`config.mk`:
```
export PLATFORM = sky130hd
export DESIGN_NAME = divide_flat
export DESIGN_NICKNAME = d
export VERILOG_FILES = /design/src/rtl/divide_if.sv /design/src/rtl/divide.sv /design/src/flat_wrapper.sv
export SDC_FILE = /design/constraint.sdc
export NUM_CORES = 1
export LEC_CHECK = 0
export BUFFER_PORTS_ARGS = -buffer_cell sky130_fd_sc_hd__buf_2
export CORE_MARGIN = 5
export CORE_UTILIZATION = 51
export CTS_CLUSTER_SIZE = 24
export DETAILED_ROUTE_END_ITERATION = 6
export PLACE_DENSITY = 0.74
export SETUP_SLACK_MARGIN = 0.2
export SYNTH_ARGS = -nofsm -noshare
export SYNTH_HDL_FRONTEND = slang
export SYNTH_SLANG_ARGS = --single-unit
```
`constraint.sdc`:
```
create_clock -name clk -period 2.07 [get_ports clk]
set_input_delay 0.414 -clock clk [delete_from_list [all_inputs] [get_ports clk]]
set_output_delay 0.414 -clock clk [all_outputs]
set_load 0.02 [all_outputs]
```
`src/rtl/divide_if.sv`:
```
// Bus bundle for the free-running divide block: operands in, registered result out,
// plus the FSM state for observation.
interface divide_if;
  // No valid/ready handshake: N/D are sampled on the LOAD edge only.
  // Q/R change only on the DONE edge and hold their values otherwise.
  logic [7:0] N;
  logic [7:0] D;
  logic [7:0] Q;
  logic [7:0] R;
  logic [1:0] state;

  modport master (
    output N,
    output D,
    input  Q,
    input  R,
    input  state
  );

  modport slave (
    input  N,
    input  D,
    output Q,
    output R,
    output state
  );
endinterface

```
`src/rtl/divide.sv`:
```
// Free-running 8-bit sequential restoring divider (LOAD -> ITER x8 -> DONE -> LOAD).
// Optional macro DIVIDE_ZERO_FASTPATH_EN: a zero divisor skips ITER and goes straight to DONE.
module divide (
  input  logic     clk,
  input  logic     rst,
  divide_if.slave  bus
);

  typedef enum logic [1:0] {
    S_LOAD = 2'd0,
    S_ITER = 2'd1,
    S_DONE = 2'd2
  } state_t;

  state_t     state;
  state_t     state_next;

  logic       load_en;
  logic       iter_en;
  logic       done_en;

  logic [7:0] d_reg;
  logic [7:0] dvd_reg;
  logic [8:0] rem_reg;
  logic [2:0] cnt_reg;
  logic [7:0] q_reg;
  logic [7:0] r_reg;

  logic [9:0] shifted;
  logic [9:0] diff;
  logic       q_bit;
  logic [8:0] rem_next;

  // State register
  always_ff @(posedge clk or negedge rst) begin
    if (!rst) begin
      state <= S_LOAD;
    end else begin
      state <= state_next;
    end
  end

  // Next-state logic
  always_comb begin
    state_next = state;
    case (state)
      S_LOAD: begin
`ifdef DIVIDE_ZERO_FASTPATH_EN
        if (bus.D == 8'd0) begin
          state_next = S_DONE;
        end else begin
          state_next = S_ITER;
        end
`else
        state_next = S_ITER;
`endif
      end
      S_ITER: begin
        if (cnt_reg == 3'd7) begin
          state_next = S_DONE;
        end
      end
      S_DONE:  state_next = S_LOAD;
      default: state_next = S_LOAD;
    endcase
  end

  // Output decode
  always_comb begin
    load_en = 1'b0;
    iter_en = 1'b0;
    done_en = 1'b0;
    case (state)
      S_LOAD:  load_en = 1'b1;
      S_ITER:  iter_en = 1'b1;
      S_DONE:  done_en = 1'b1;
      default: load_en = 1'b0;
    endcase
  end

  // One restoring step. The remainder stays below D, so the shifted value fits
  // in 9 bits and diff[9] is a reliable borrow flag.
  assign shifted  = {rem_reg, dvd_reg[7]};
  assign diff     = shifted - {2'b00, d_reg};
  assign q_bit    = ~diff[9];
  assign rem_next = q_bit ? diff[8:0] : shifted[8:0];

  // Datapath: quotient bits shift into the dividend register as its bits are consumed
  always_ff @(posedge clk or negedge rst) begin
    if (!rst) begin
      d_reg   <= 8'd0;
      dvd_reg <= 8'd0;
      rem_reg <= 9'd0;
      cnt_reg <= 3'd0;
    end else if (load_en) begin
      d_reg   <= bus.D;
      dvd_reg <= bus.N;
      rem_reg <= 9'd0;
      cnt_reg <= 3'd0;
    end else if (iter_en) begin
      rem_reg <= rem_next;
      dvd_reg <= {dvd_reg[6:0], q_bit};
      cnt_reg <= cnt_reg + 3'd1;
    end
  end

  // Result registers, written only on the DONE edge
  always_ff @(posedge clk or negedge rst) begin
    if (!rst) begin
      q_reg <= 8'd0;
      r_reg <= 8'd0;
    end else if (done_en) begin
`ifdef DIVIDE_ZERO_FASTPATH_EN
      if (d_reg == 8'd0) begin
        q_reg <= 8'hFF;
        r_reg <= dvd_reg;
      end else begin
        q_reg <= dvd_reg;
        r_reg <= rem_reg[7:0];
      end
`else
      q_reg <= dvd_reg;
      r_reg <= rem_reg[7:0];
`endif
    end
  end

  assign bus.Q     = q_reg;
  assign bus.R     = r_reg;
  assign bus.state = state;

endmodule

```
`src/flat_wrapper.sv`:
```
// flat-port wrapper written by rule: the top's interface ports become plain ports
module divide_flat 
  (clk, rst, bus_N, bus_D, bus_Q, bus_R, bus_state);
  divide_if bus_i ();
  input  logic clk;
  input  logic rst;
  input wire logic [$bits(bus_i.N)-1:0] bus_N;
  input wire logic [$bits(bus_i.D)-1:0] bus_D;
  output wire logic [$bits(bus_i.Q)-1:0] bus_Q;
  output wire logic [$bits(bus_i.R)-1:0] bus_R;
  output wire logic [$bits(bus_i.state)-1:0] bus_state;
  assign bus_i.N = bus_N;
  assign bus_i.D = bus_D;
  assign bus_Q = bus_i.Q;
  assign bus_R = bus_i.R;
  assign bus_state = bus_i.state;
  divide u_core (.clk(clk), .rst(rst), .bus(bus_i));
endmodule
```
== Word-level counts from Yosys, hierarchy flattened ==
Index checks and enable logic that the tools add are counted.

* Bitwise logic cells: 1
* Multiplexer cells: 12
* Add/subtract/negate cells: 2
* Eq/ne operators: 4
* Reduce and logical (&&, ||, !) cells: 2

{| class="wikitable"
|+ Operators by type and width
! operator !! count
|-
| $mux 9 || 3
|-
| $mux 8 || 2
|-
| $sub 10x8->10 || 1
|-
| $mux 3 || 2
|-
| $pmux 2 s2 || 1
|-
| $add 3x1->3 const B || 1
|-
| $eq 3x3->1 const B || 1
|-
| $mux 1 || 3
|-
| $eq 2x1->1 const B || 1
|-
| $eq 2x2->1 const B || 1
|-
| $logic_not 2->1 || 1
|-
| $mux 2 || 1
|-
| $ne 2x1->1 const B || 1
|-
| $reduce_bool 2->1 || 1
|-
| $not 1->1 || 1
|}

* Bits of input ports: 18
* Word-level logic and storage cells: 28
* Register bits after elaboration: 46
* Output and inout port bits: 18

== Depth between registers and ports, before layout ==
* Depth in word-level cells: 4
* Depth in mapped cells: 10
* Depth with buffers taken out: 9

== Least setup slack after synthesis ==
Ideal clock, no wire load.

* Kind: register -> register
* Start point: register u_core.rem_reg[6]
* End point: register u_core.rem_reg[1]
* Buffers on the path: 1
* Required time: 1.944 ns
* Library setup time: 0.126 ns
* Setup slack: 0.076 ns
* Stages on the path, launching flop included: 9
* Data arrival time: 1.868 ns
* Clock period less this slack: 1.994 ns
* Cell sequence: dfrtp_1 -> ha_1 -> a211o_1 -> nor4_2 -> a31oi_1 -> nand3_1 -> buf_6 -> nor3_1 -> a221o_1

* Cells in the longest elaborated chain, start to end: 4

{| class="wikitable"
|+ Ends and longest elaborated chain
! item !! RTL line !! text
|-
| start, declared || divide.sv:24 || <nowiki>logic [8:0] rem_reg;</nowiki>
|-
| start signal, assigned || divide.sv:101 || <nowiki>rem_reg <= rem_next;</nowiki>
|-
| $sub 10x8->10 || divide.sv:84 || <nowiki>assign diff = shifted - {2'b00, d_reg};</nowiki>
|-
| $mux 9 || divide.sv:86 || <nowiki>assign rem_next = q_bit ? diff[8:0] : shifted[8:0];</nowiki>
|-
| $mux 9 || divide.sv:100 || <nowiki>end else if (iter_en) begin</nowiki>
|-
| $mux 9 || divide.sv:95 || <nowiki>end else if (load_en) begin</nowiki>
|}

Every way passes these cells. The select of a mux whose other input is x is not followed.
A chain may end at the register's enable or synchronous reset.

== Final worst setup path ==
* Start point: register u_core.d_reg[7]
* End point: register u_core.rem_reg[1]

* Cells in the longest elaborated chain, start to end: 4

{| class="wikitable"
|+ Ends and longest elaborated chain
! item !! RTL line !! text
|-
| start, declared || divide.sv:22 || <nowiki>logic [7:0] d_reg;</nowiki>
|-
| start signal, assigned || divide.sv:96 || <nowiki>d_reg <= bus.D;</nowiki>
|-
| $sub 10x8->10 || divide.sv:84 ||
|-
| $mux 9 || divide.sv:86 ||
|-
| $mux 9 || divide.sv:100 ||
|-
| $mux 9 || divide.sv:95 ||
|}

Every way passes these cells. The select of a mux whose other input is x is not followed.

==> results.json <==
{
  "place_ws_ns": -0.0925,
  "first_global_vias": 1833,
  "cts_root_buf": "clkbuf_8",
  "diodes": 0,
  "syn_avg_cell_area_sq_um": 10.2,
  "ios": 36,
  "largest_reg_flops": 9,
  "die_h_um": 77.8,
  "grt_util_met2_pct": 28.1,
  "synth_fa_ha_area_share_pct": 6.19,
  "worstPathMaxFanout": 6,
  "postSynth.asyncResetShare_pct": 100,
  "fin_setup_tns_ns": 0,
  "cts_tree": "built",
  "grt_pass1_wl_um": 8500,
  "dr.pass1.iters": 4,
  "total_power_mw": 3.78,
  "path_clk_slew_ns": 0.09,
  "ys.flop_type": "dfrtp_1",
  "dpl_cell_area_sq_mm": 0.00269,
  "utilization_pct": 66.1,
  "vias": 1826,
  "rows": 24,
  "areaGrowthSynthToFinish_pct": 24.4,
  "drcViolationCount": 0,
  "worst-setup-path-type": "flop to flop",
  "final.setup_skew_ns": 0.00868,
  "synth_xor_area_share_pct": 0.747,
  "htree_levels": 2,
  "leakagePower_nw": 1.36,
  "status": "complete, no violations",
  "setup_ws_ns": 0.0894,
  "rsz0062_at_grt": "yes",
  "ys_warn_count": 0,
  "cp.required_ns": 2.26,
  "gr-total-overflow": 0,
  "fin_cells": 335,
  "synthTopCellsByCount": "46 x dfrtp_1, 35 x nand2_1, 31 x o21ai_0",
  "synthMuxAreaShare_pct": 13.7,
  "fin_crit_ns": 1.98,
  "synth_compound_area_share_pct": 13.7,
  "holdWs_ns": 0.312,
  "setup_viol": 0,
  "final_cell_area_sq_mm": 0.00292,
  "worst-r2r-setup-slack_ns": 0.09,
  "clock_path_buffers": 2,
  "start_kind": "flop",
  "die-area_sq_mm": 0.00606,
  "met3_usage_pct": 3.47,
  "arrival_ns": 2.17,
  "drive_above_1_share_pct": 36.4,
  "avgViaCountPerCell": 5.45,
  "max_freq_mhz": 505,
  "rr_endpoint": "u_core.rem_reg[1]",
  "drv_cap": 0,
  "syn_nets": 259,
  "dp_hpwl_um": 3710,
  "fin_nets": 311,
  "cts.sinks": 46,
  "vdd_drop_max_mv": 0.812,
  "top_usage_layer": "met2",
  "ff2ff_path_depth": 9,
  "met1_usage_pct": 23.6,
  "track_usage_pct": 17.3,
  "first_iter_violations": 137,
  "relSlewSlack_pct": 62.2,
  "wl_per_cell_um": 15.0,
  "initial_core_util_pct": 53.1,
  "numCtsBuffers": 5,
  "ys_seq_elements": 46,
  "synth_area_sq_mm": 0.00235,
  "drtAntennaViolNets": 0,
  "power_density_mw_per_mm2": 1300,
  "hold_viol": 0,
  "io_buffers": 35,
  "clk_latency_ns": 0.30,
  "end_kind": "flop",
  "synth_edf_count": 0,
  "synth_cell_types": 39,
  "crit_start": "u_core.d_reg[7]",
  "synth_top_family_by_area": "compound AO/OA/AOI/OAI gates",
  "final.period_utilization_pct": 95.7,
  "worstReg2RegStart": "u_core.d_reg[7]",
  "yosysTopAreaCell": "dfrtp_1",
  "place_inst": 322,
  "antenna_found_initial": 0,
  "hold_class": "input port to flop",
  "worstMarginPinSlew_ns": 0.568,
  "yosys.area.top_type_share_pct": 49.1,
  "drt_wl_total_um": 5020,
  "ys_seq_area_share_pct": 49.1,
  "die_w_um": 77.8,
  "synthTopCellsByArea": "dfrtp_1 49%, mux2_2 7.7%, o21ai_0 6.6%, mux2i_1 6.0%, nand2_1 5.6%",
  "yosys.area_share.simple_pct": 11.8,
  "drv_slew": 0,
  "gp_congestion": 0.805,
  "post-synth-top-count-cell": "dfrtp_1",
  "coreArea_sq_mm": 0.00441,
  "synthCells": 230,
  "grt_start_max_net_pins": 22,
  "critPathCapture": "u_core.rem_reg[1]"
}
==> layer usage <==
metal	vias up	routed length [um]
met5	-	0
met4	0	40
met3	5	147
met2	26	2500
met1	895	2340
li1	900	-
==> layout make-up <==
type / instances / area, sq um
Timing Repair Buffer: 58 / 358
Sequential cell: 46 / 1150
Clock inverter: 3 / 21.3
Inverter: 13 / 48.8
Tap cell: 52 / 65.1
Multi-Input combinational cell: 158 / 1210
Fill cell: 351 / 1500
Clock buffer: 5 / 68.8
==> cells in the final DEF, fill, tap and decap left out, types with 4 or more instances in the layout <==
cell type  synthesis  routed
a21oi_1            4       4
buf_2              3      35
buf_4              1      20
clkbuf_8           0       5
dfrtp_1           46      46
ha_1              10       4
ha_4               0       5
inv_1             13      10
mux2_2            16      15
mux2i_1           14      14
nand2_1           35      35
nor2_1            10      10
nor3_1             6       5
o21ai_0           31      28
==> cells by family after synthesis <==
group,after synthesis
AND/OR/NAND/NOR,62
flip-flops,46
AO/OA/AOI/OAI,53
adder cells (fa/ha/maj),11
multiplexers,30
buffers and inverters,26
XOR/XNOR,2
==> where the power goes <==
part	switching (mW)	internal (mW)
Sequential	0.204	1.14
Combinational	0.942	0.947
Clock	0.309	0.237
Total	1.45	2.33
==> critical path, stage by stage, from the launching register on <==
cell and delay [ns]:
dfrtp_1 0.38, inv_2 0.08, ha_4 0.21, a211o_1 0.29, nor4_2 0.23, a31oi_1 0.08
nand3_2 0.12, buf_6 0.14, nor3_2 0.05, a221o_1 0.28
==> timing repair <==
action                                  in CTS  in global routing
gates resized for setup                     11                 13
hold endpoints to repair                     1                  0
endpoints found under the setup margin      10                 10
buffers inserted                             3                  1
pin swaps                                    4                  1
hold buffers                                 1                  0
==> worst min path at each step <==
stage | start | endpoint | slack, ns | depth (start not counted)
after detailed placement | rst | u_core.rem_reg[2] | 0.33 | 1
after global placement | rst | u_core.bus.R[2] | 0.33 | 1
after floorplan | rst | u_core.bus.Q[0] | 0.12 | 0
final | bus_D[5] | u_core.d_reg[5] | 0.31 | 3
after CTS | bus_D[5] | u_core.d_reg[5] | 0.30 | 3
after global routing | bus_D[5] | u_core.d_reg[5] | 0.31 | 3
Power figures use the tool's default switching activity.
